**src/rtl/sub16_serial_if.sv**
```systemverilog
// Start/busy/done handshake bundle for the nibble-serial subtractor.
// The requester drives operands and start; the subtractor returns status, difference and flags.
interface sub16_serial_if #(
   parameter int unsigned WIDTH = 16
);
   logic             start;
   logic [WIDTH-1:0] a;
   logic [WIDTH-1:0] b;
   logic             bin;
   logic             busy;
   logic             done;
   logic [WIDTH-1:0] d;
   logic             bout;
   logic             ovf;
   logic             zero;

   modport master (
      output start, a, b, bin,
      input  busy, done, d, bout, ovf, zero
   );

   modport slave (
      input  start, a, b, bin,
      output busy, done, d, bout, ovf, zero
   );
endinterface

```
**src/rtl/sub16_serial.sv**
```systemverilog
// Nibble-serial subtractor: d = a - b - bin over WIDTH/4 cycles through one
// registered 4-bit add-of-complement stage, with borrow, overflow and zero flags.
module sub16_serial #(
   parameter int unsigned WIDTH = 16
) (
   input logic            clk,
   input logic            rst,
   sub16_serial_if.slave  bus
);
   localparam int unsigned SW   = 4;
   localparam int unsigned N    = WIDTH / SW;
   localparam int unsigned IDXW = (N > 1) ? $clog2(N) : 1;

   typedef enum logic {
      IDLE = 1'b0,
      RUN  = 1'b1
   } state_t;

   state_t            state_q, state_n;
   logic [IDXW-1:0]   idx_q,   idx_n;
   logic              c_q,     c_n;
   logic [WIDTH-1:0]  a_q,     a_n;
   logic [WIDTH-1:0]  b_q,     b_n;
   logic [WIDTH-1:0]  d_q,     d_n;
   logic              busy_q,  busy_n;
   logic              done_q,  done_n;
   logic              bout_q,  bout_n;
   logic              ovf_q,   ovf_n;
   logic              zero_q,  zero_n;

   logic [SW-1:0]     a_sl;
   logic [SW-1:0]     b_sl;
   logic [SW:0]       sum;
   logic [WIDTH-1:0]  d_wr;
   logic              last;

   // 4-bit carry-lookahead add: per-bit generate/propagate, returns {carry_out, sum}
   function automatic logic [SW:0] add4(input logic [SW-1:0] x,
                                        input logic [SW-1:0] y,
                                        input logic          cin);
      logic [SW-1:0] g;
      logic [SW-1:0] p;
      logic [SW:0]   c;
      g    = x & y;
      p    = x ^ y;
      c[0] = cin;
      for (int unsigned i = 0; i < SW; i++) begin
         c[i+1] = g[i] | (p[i] & c[i]);
      end
      return {c[SW], p ^ c[SW-1:0]};
   endfunction

   // Slice selection, slice add and the difference with the current slice merged in
   always_comb begin
      a_sl = a_q[SW-1:0];
      b_sl = b_q[SW-1:0];
      for (int unsigned i = 0; i < N; i++) begin
         if (idx_q == IDXW'(i)) begin
            a_sl = a_q[SW*i +: SW];
            b_sl = b_q[SW*i +: SW];
         end
      end
      sum  = add4(a_sl, ~b_sl, c_q);
      d_wr = d_q;
      for (int unsigned i = 0; i < N; i++) begin
         if (idx_q == IDXW'(i)) begin
            d_wr[SW*i +: SW] = sum[SW-1:0];
         end
      end
      last = (idx_q == IDXW'(N - 1));
   end

   // Next-state and next-output logic
   always_comb begin
      state_n = state_q;
      idx_n   = idx_q;
      c_n     = c_q;
      a_n     = a_q;
      b_n     = b_q;
      d_n     = d_q;
      busy_n  = busy_q;
      done_n  = 1'b0;
      bout_n  = bout_q;
      ovf_n   = ovf_q;
      zero_n  = zero_q;

      case (state_q)
         IDLE: begin
            if (bus.start) begin
               a_n     = bus.a;
               b_n     = bus.b;
               c_n     = ~bus.bin;
               idx_n   = '0;
               busy_n  = 1'b1;
               state_n = RUN;
            end
         end
         RUN: begin
            d_n   = d_wr;
            c_n   = sum[SW];
            idx_n = idx_q + IDXW'(1);
            if (last) begin
               // borrow is the inverted carry of the complement add
               bout_n  = ~sum[SW];
               ovf_n   = (a_q[WIDTH-1] != b_q[WIDTH-1]) && (sum[SW-1] != a_q[WIDTH-1]);
               zero_n  = (d_wr == '0);
               done_n  = 1'b1;
               busy_n  = 1'b0;
               idx_n   = '0;
               state_n = IDLE;
            end
         end
         default: begin
            state_n = IDLE;
            busy_n  = 1'b0;
            idx_n   = '0;
         end
      endcase
   end

   // State and output registers; reset also aborts an operation in flight
   always_ff @(posedge clk) begin
      if (rst) begin
         state_q <= IDLE;
         idx_q   <= '0;
         c_q     <= 1'b0;
         a_q     <= '0;
         b_q     <= '0;
         d_q     <= '0;
         busy_q  <= 1'b0;
         done_q  <= 1'b0;
         bout_q  <= 1'b0;
         ovf_q   <= 1'b0;
         zero_q  <= 1'b0;
      end else begin
         state_q <= state_n;
         idx_q   <= idx_n;
         c_q     <= c_n;
         a_q     <= a_n;
         b_q     <= b_n;
         d_q     <= d_n;
         busy_q  <= busy_n;
         done_q  <= done_n;
         bout_q  <= bout_n;
         ovf_q   <= ovf_n;
         zero_q  <= zero_n;
      end
   end

   assign bus.busy = busy_q;
   assign bus.done = done_q;
   assign bus.d    = d_q;
   assign bus.bout = bout_q;
   assign bus.ovf  = ovf_q;
   assign bus.zero = zero_q;

endmodule

```
**src/flat_wrapper.sv**
```systemverilog
// flat-port wrapper written by rule: the top's interface ports become plain ports
module sub16_serial_flat 
#(
   parameter int unsigned WIDTH = 16
)
  (clk, rst, bus_start, bus_a, bus_b, bus_bin, bus_busy, bus_done, bus_d, bus_bout, bus_ovf, bus_zero);
  sub16_serial_if #(.WIDTH(WIDTH)) bus_i ();
  input logic clk;
  input logic rst;
  input wire logic [$bits(bus_i.start)-1:0] bus_start;
  input wire logic [$bits(bus_i.a)-1:0] bus_a;
  input wire logic [$bits(bus_i.b)-1:0] bus_b;
  input wire logic [$bits(bus_i.bin)-1:0] bus_bin;
  output wire logic [$bits(bus_i.busy)-1:0] bus_busy;
  output wire logic [$bits(bus_i.done)-1:0] bus_done;
  output wire logic [$bits(bus_i.d)-1:0] bus_d;
  output wire logic [$bits(bus_i.bout)-1:0] bus_bout;
  output wire logic [$bits(bus_i.ovf)-1:0] bus_ovf;
  output wire logic [$bits(bus_i.zero)-1:0] bus_zero;
  assign bus_i.start = bus_start;
  assign bus_i.a = bus_a;
  assign bus_i.b = bus_b;
  assign bus_i.bin = bus_bin;
  assign bus_busy = bus_i.busy;
  assign bus_done = bus_i.done;
  assign bus_d = bus_i.d;
  assign bus_bout = bus_i.bout;
  assign bus_ovf = bus_i.ovf;
  assign bus_zero = bus_i.zero;
  sub16_serial #(.WIDTH(WIDTH)) u_core (.clk(clk), .rst(rst), .bus(bus_i));
endmodule
```
**config.mk**
```make
export PLATFORM = sky130hd
export DESIGN_NAME = sub16_serial_flat
export DESIGN_NICKNAME = d
export VERILOG_FILES = /design/src/rtl/sub16_serial_if.sv /design/src/rtl/sub16_serial.sv /design/src/flat_wrapper.sv
export SDC_FILE = /design/constraint.sdc
export NUM_CORES = 1
export LEC_CHECK = 0
export CORE_MARGIN = 4
export CORE_UTILIZATION = 50
export DETAILED_ROUTE_END_ITERATION = 8
export PLACE_DENSITY = 0.76
export SYNTH_ARGS = -nofsm -noshare
export SYNTH_HDL_FRONTEND = slang
export SYNTH_SLANG_ARGS = --single-unit
```
**constraint.sdc**
```tcl
create_clock -name clk -period 4.7 [get_ports clk]
set_clock_uncertainty 0.15 [all_clocks]
set_input_delay 0.47 -clock clk [delete_from_list [all_inputs] [get_ports clk]]
set_output_delay 0.47 -clock clk [all_outputs]
set_load 0.005 [all_outputs]
```
==> flow_summary_export.csv <==
group,metric,value,unit
status,run_status,"completed",
cts,num_cts_buffers,9,
critical_path,worst-setup-path-type,"flip-flop to flip-flop",
logic_synthesis,synth_seq_area_share,45.13,%
power,cellPowerDensity,343.2,mW/mm^2
power,power.share.switching,26.65,%
cts,clock_path_buffers,2,
sta,clock.fmax,235.5,MHz
global_routing,grt_pass1_wl,9.384,mm
placed_design,gp_routability_congestion,0.8379,
sta,timing.final.hold_violations,0,
route,wl_per_cell,13.29,um
logic_synthesis,ys_ff_latch,57,
logic_synthesis,synth_edf_count,0,
critical_path,timing.critical_path.required,4.82,ns
placed_design,post-dp-hpwl,4.025,mm
sta,setup_viol,0,
global_routing,first_global_vias,2128,
cts,clock-sinks,57,
power,comb_power_share,17.2,%
sta,finalWorstPathRequiredPeriod,4.246,ns
cells_and_area,fin_cells,431,
cells_and_area,drive_above_1_share,4.945,%
sta,final.hold.worst_slack,0.3044,ns
critical_path,worst-endpoint-arrival,4.37,ns
power,power.switching,295.6,uW
cts,hold_buffer_count_at_cts,0,
critical_path,timing.critical_path.mode_cell,"sky130_fd_sc_hd__fa_1",
cts,cts-resized-gates,0,
global_routing,grt.overflow.total,0,
sta,fin_setup_tns,0,ns
logic_synthesis,yosysMostFrequentCell,"sky130_fd_sc_hd__nand2_1",
cts,cts_root_buffer,"sky130_fd_sc_hd__clkbuf_8",
flow_run,maxCapViolCount,0,
sta,timing.slew.headroom,21.28,%
logic_synthesis,synthesis.nets,363,
logic_synthesis,synth.yosys.warnings,0,
critical_path,cp.buffers_inverters,3,
cts,cts_max_level,3,
power,internal-power,813.5,uW
floorplanning,ioPinCount,57,
floorplanning,core,0.004817,sq mm
hold_path,class_of_the_tightest_hold_or_removal_check,"flip-flop to flip-flop",
logic_synthesis,synthDominantCellAreaShare,45.13,%
cells_and_area,filler_cell_count,460,
critical_path,worst_path_dominant_cell_family,"adder cells",
global_routing,grt_max_degree,57,
logic_synthesis,synth.lib_cells_used.distinct,31,
logic_synthesis,share_of_async_settable_or_async_resettable_flops_after_synthesis,0,%
cells_and_area,ff_latch_area,0.001141,sq mm
logic_synthesis,postSynthAreaPerCell,7.927,sq um
sta,rsz0062_at_grt,"no",
power,fin_total_pwr,1.109,mW
route,vias,2234,
power,leakagePower,1.148,nW
route,drt-total-wl,5.727,mm
critical_path,critical-path-max-stage-delay,0.67,ns
cells_and_area,nNetsFinal,405,
sta,final_min_period_over_clock_period,90.34,%
placed_design,placedCellCount,417,
logic_synthesis,dominantRegCellSynth,"sky130_fd_sc_hd__dfxtp_1",
sta,worst_pin_slew,1.181,ns
critical_path,end_kind,"flip-flop",
cts,clk_transition_reported_paths,0.06,ns
cells_and_area,multi_input_area,0.001255,sq mm
logic_synthesis,yosys-top-cells-area,"sky130_fd_sc_hd__dfxtp_1 (45%), sky130_fd_sc_hd__nand2_1 (14%), sky130_fd_sc_hd__a21oi_1 (11%)",
route,drt_first_iter_violations,86,
logic_synthesis,synth_cells,319,
route,drc,0,
power,maximum_ir_drop_on_the_vdd_rail,0.2082,mV
critical_path,crit_chain,"inv_1 > ha_1 > mux2i_1 > nor2_1 > a21oi_1 > o21ai_0 > fa_1 > inv_1 > fa_1 > fa_1 > inv_1 > fa_1 > nor3b_2 > a21oi_1 > or4_1 > o21ai_1",
power,p_clk_share,34.9,%
global_routing,gr_util_all_layers,19.21,%
placed_design,portBuffers,56,
critical_path,start_kind,"flip-flop",
floorplanning,design.die.area,0.006259,sq mm
cts,worstSkewPairLatency,0.33,ns
cells_and_area,area_delta_synth_final,27.81,%
power,share_of_power_burned_in_registers,47.9,%
cts,clock_tree_from_tritoncts,"yes",
global_routing,grt_antenna_before_repair,0,
cells_and_area,antenna_cells,0,
critical_path,path_max_fanout,9,
route,antenna_violating_nets_post_route,0,
logic_synthesis,syn_area,0.002529,sq mm
floorplanning,start_util,52.49,%
floorplanning,placement_row_count,25,
sta,timing.final.max_slew_violations,0,
route,length_of_the_first_detailed_routing_pass_in_iterations,4,
floorplanning,chipWidth,79.12,um
logic_synthesis,synth_top_cell_by_area,"sky130_fd_sc_hd__dfxtp_1",
floorplanning,dieHeight,79.12,um
route,routed_via_density,5.183,
logic_synthesis,ys_top_cells_by_count,"sky130_fd_sc_hd__nand2_1 (92), sky130_fd_sc_hd__dfxtp_1 (57), sky130_fd_sc_hd__a21oi_1 (56)",
cts,post_cts.repair.setup_buffers,0,
critical_path,critPathSlowestCell,"sky130_fd_sc_hd__fa_1",
[placed cells by master (no fill, tap or decap), drive strengths merged, types with 3 or more instances in the layout]
| cell | count |
|---|---|
| a211oi | 3 |
| dfxtp | 57 |
| clkdlybuf4s50 | 55 |
| a311oi | 6 |
| nor2 | 17 |
| clkbuf | 14 |
| o21ai | 10 |
| fa | 4 |
| nor4 | 3 |
| a21oi | 56 |
| nor3 | 4 |
| nand3 | 6 |
| mux2i | 13 |
| nand2 | 92 |
| buf | 3 |
| inv | 5 |
| ha | 4 |
[cell type report]
type	count	share of cell area (%)
multi-input combinational	230	38.83
sequential	57	35.31
timing repair buffer	58	17.65
clock buffer	14	5.033
tap	67	2.594
inverter	5	0.5807
[path summary, 6_finish.rpt]
path              startpoint               to  slack (ns)  depth (start not counted)
max          u_core.idx_q[1]  u_core.bus.zero        0.45                         16
min            u_core.b_q[3]    u_core.b_q[3]        0.30                          2
max reg2reg  u_core.idx_q[1]  u_core.bus.zero        0.45                         16
min reg2reg    u_core.b_q[3]    u_core.b_q[3]        0.30                          2
[worst register-to-register path: cells and delay by family, from the launching register on]
family,cells,cell delay [ns]
adders and majority gates,5,1.91
DFF,1,0.32
AOI/OAI and AO/OA,4,0.46
buffers and inverters,3,0.22
and+or+nand+nor,3,0.86
muxes,1,0.25
[kinds of logic (layout without fill, tap and decap cells)]
kind of cell | Yosys count | in the layout | synth area share [%]
flip-flops | 57 | 57 | 45.13
adder cells (fa/ha/maj) | 8 | 8 | 5.146
multiplexers | 14 | 14 | 5.591
buffers and inverters | 32 | 77 | 5.344
AO/OA/AOI/OAI | 79 | 79 | 17.27
AND/OR/NAND/NOR | 129 | 129 | 21.52
[state kept, by name (all words and copies together) (netlist names), 2 cells and up]
register,flops
u_core.b_q,16
u_core.a_q,16
u_core.idx_q,2
u_core.bus.d,16
[power by group through the flow]
stage	Sequential (mW)	Combinational, mW	Clock (mW)
final	0.532	0.190	0.387
after global routing	0.535	0.212	0.420
after CTS	0.532	0.191	0.396
after detailed placement	0.542	0.190	0
after global placement	0.541	0.187	0
after floorplan	0.532	0.129	0
[layer usage]
metal / track usage (%) / share of wire, % / vias to the layer above
met5: 0 / 0 / -
met4: 7.560 / 1.0 / 0
met3: 6.689 / 5.7 / 9
met2: 32.24 / 51 / 61
met1: 22.40 / 43 / 1015
li1: - / - / 1149
[stage by stage]
| step | utilization (%) | worst slack (ns) | cell area (sq um) |
|---|---|---|---|
| CTS | 67.09 | 0.4444 | 3232 |
| global placement | 63.71 | 0.6289 | 3069 |
| finish | 67.09 | 0.4543 | 3232 |
| detailed placement | 63.71 | 0.4582 | 3069 |
| floorplan | - | 0.8874 | 2529 |
| global route | 67.09 | 0.1320 | 3232 |
No activity file was read; power rests on OpenSTA's default activity.
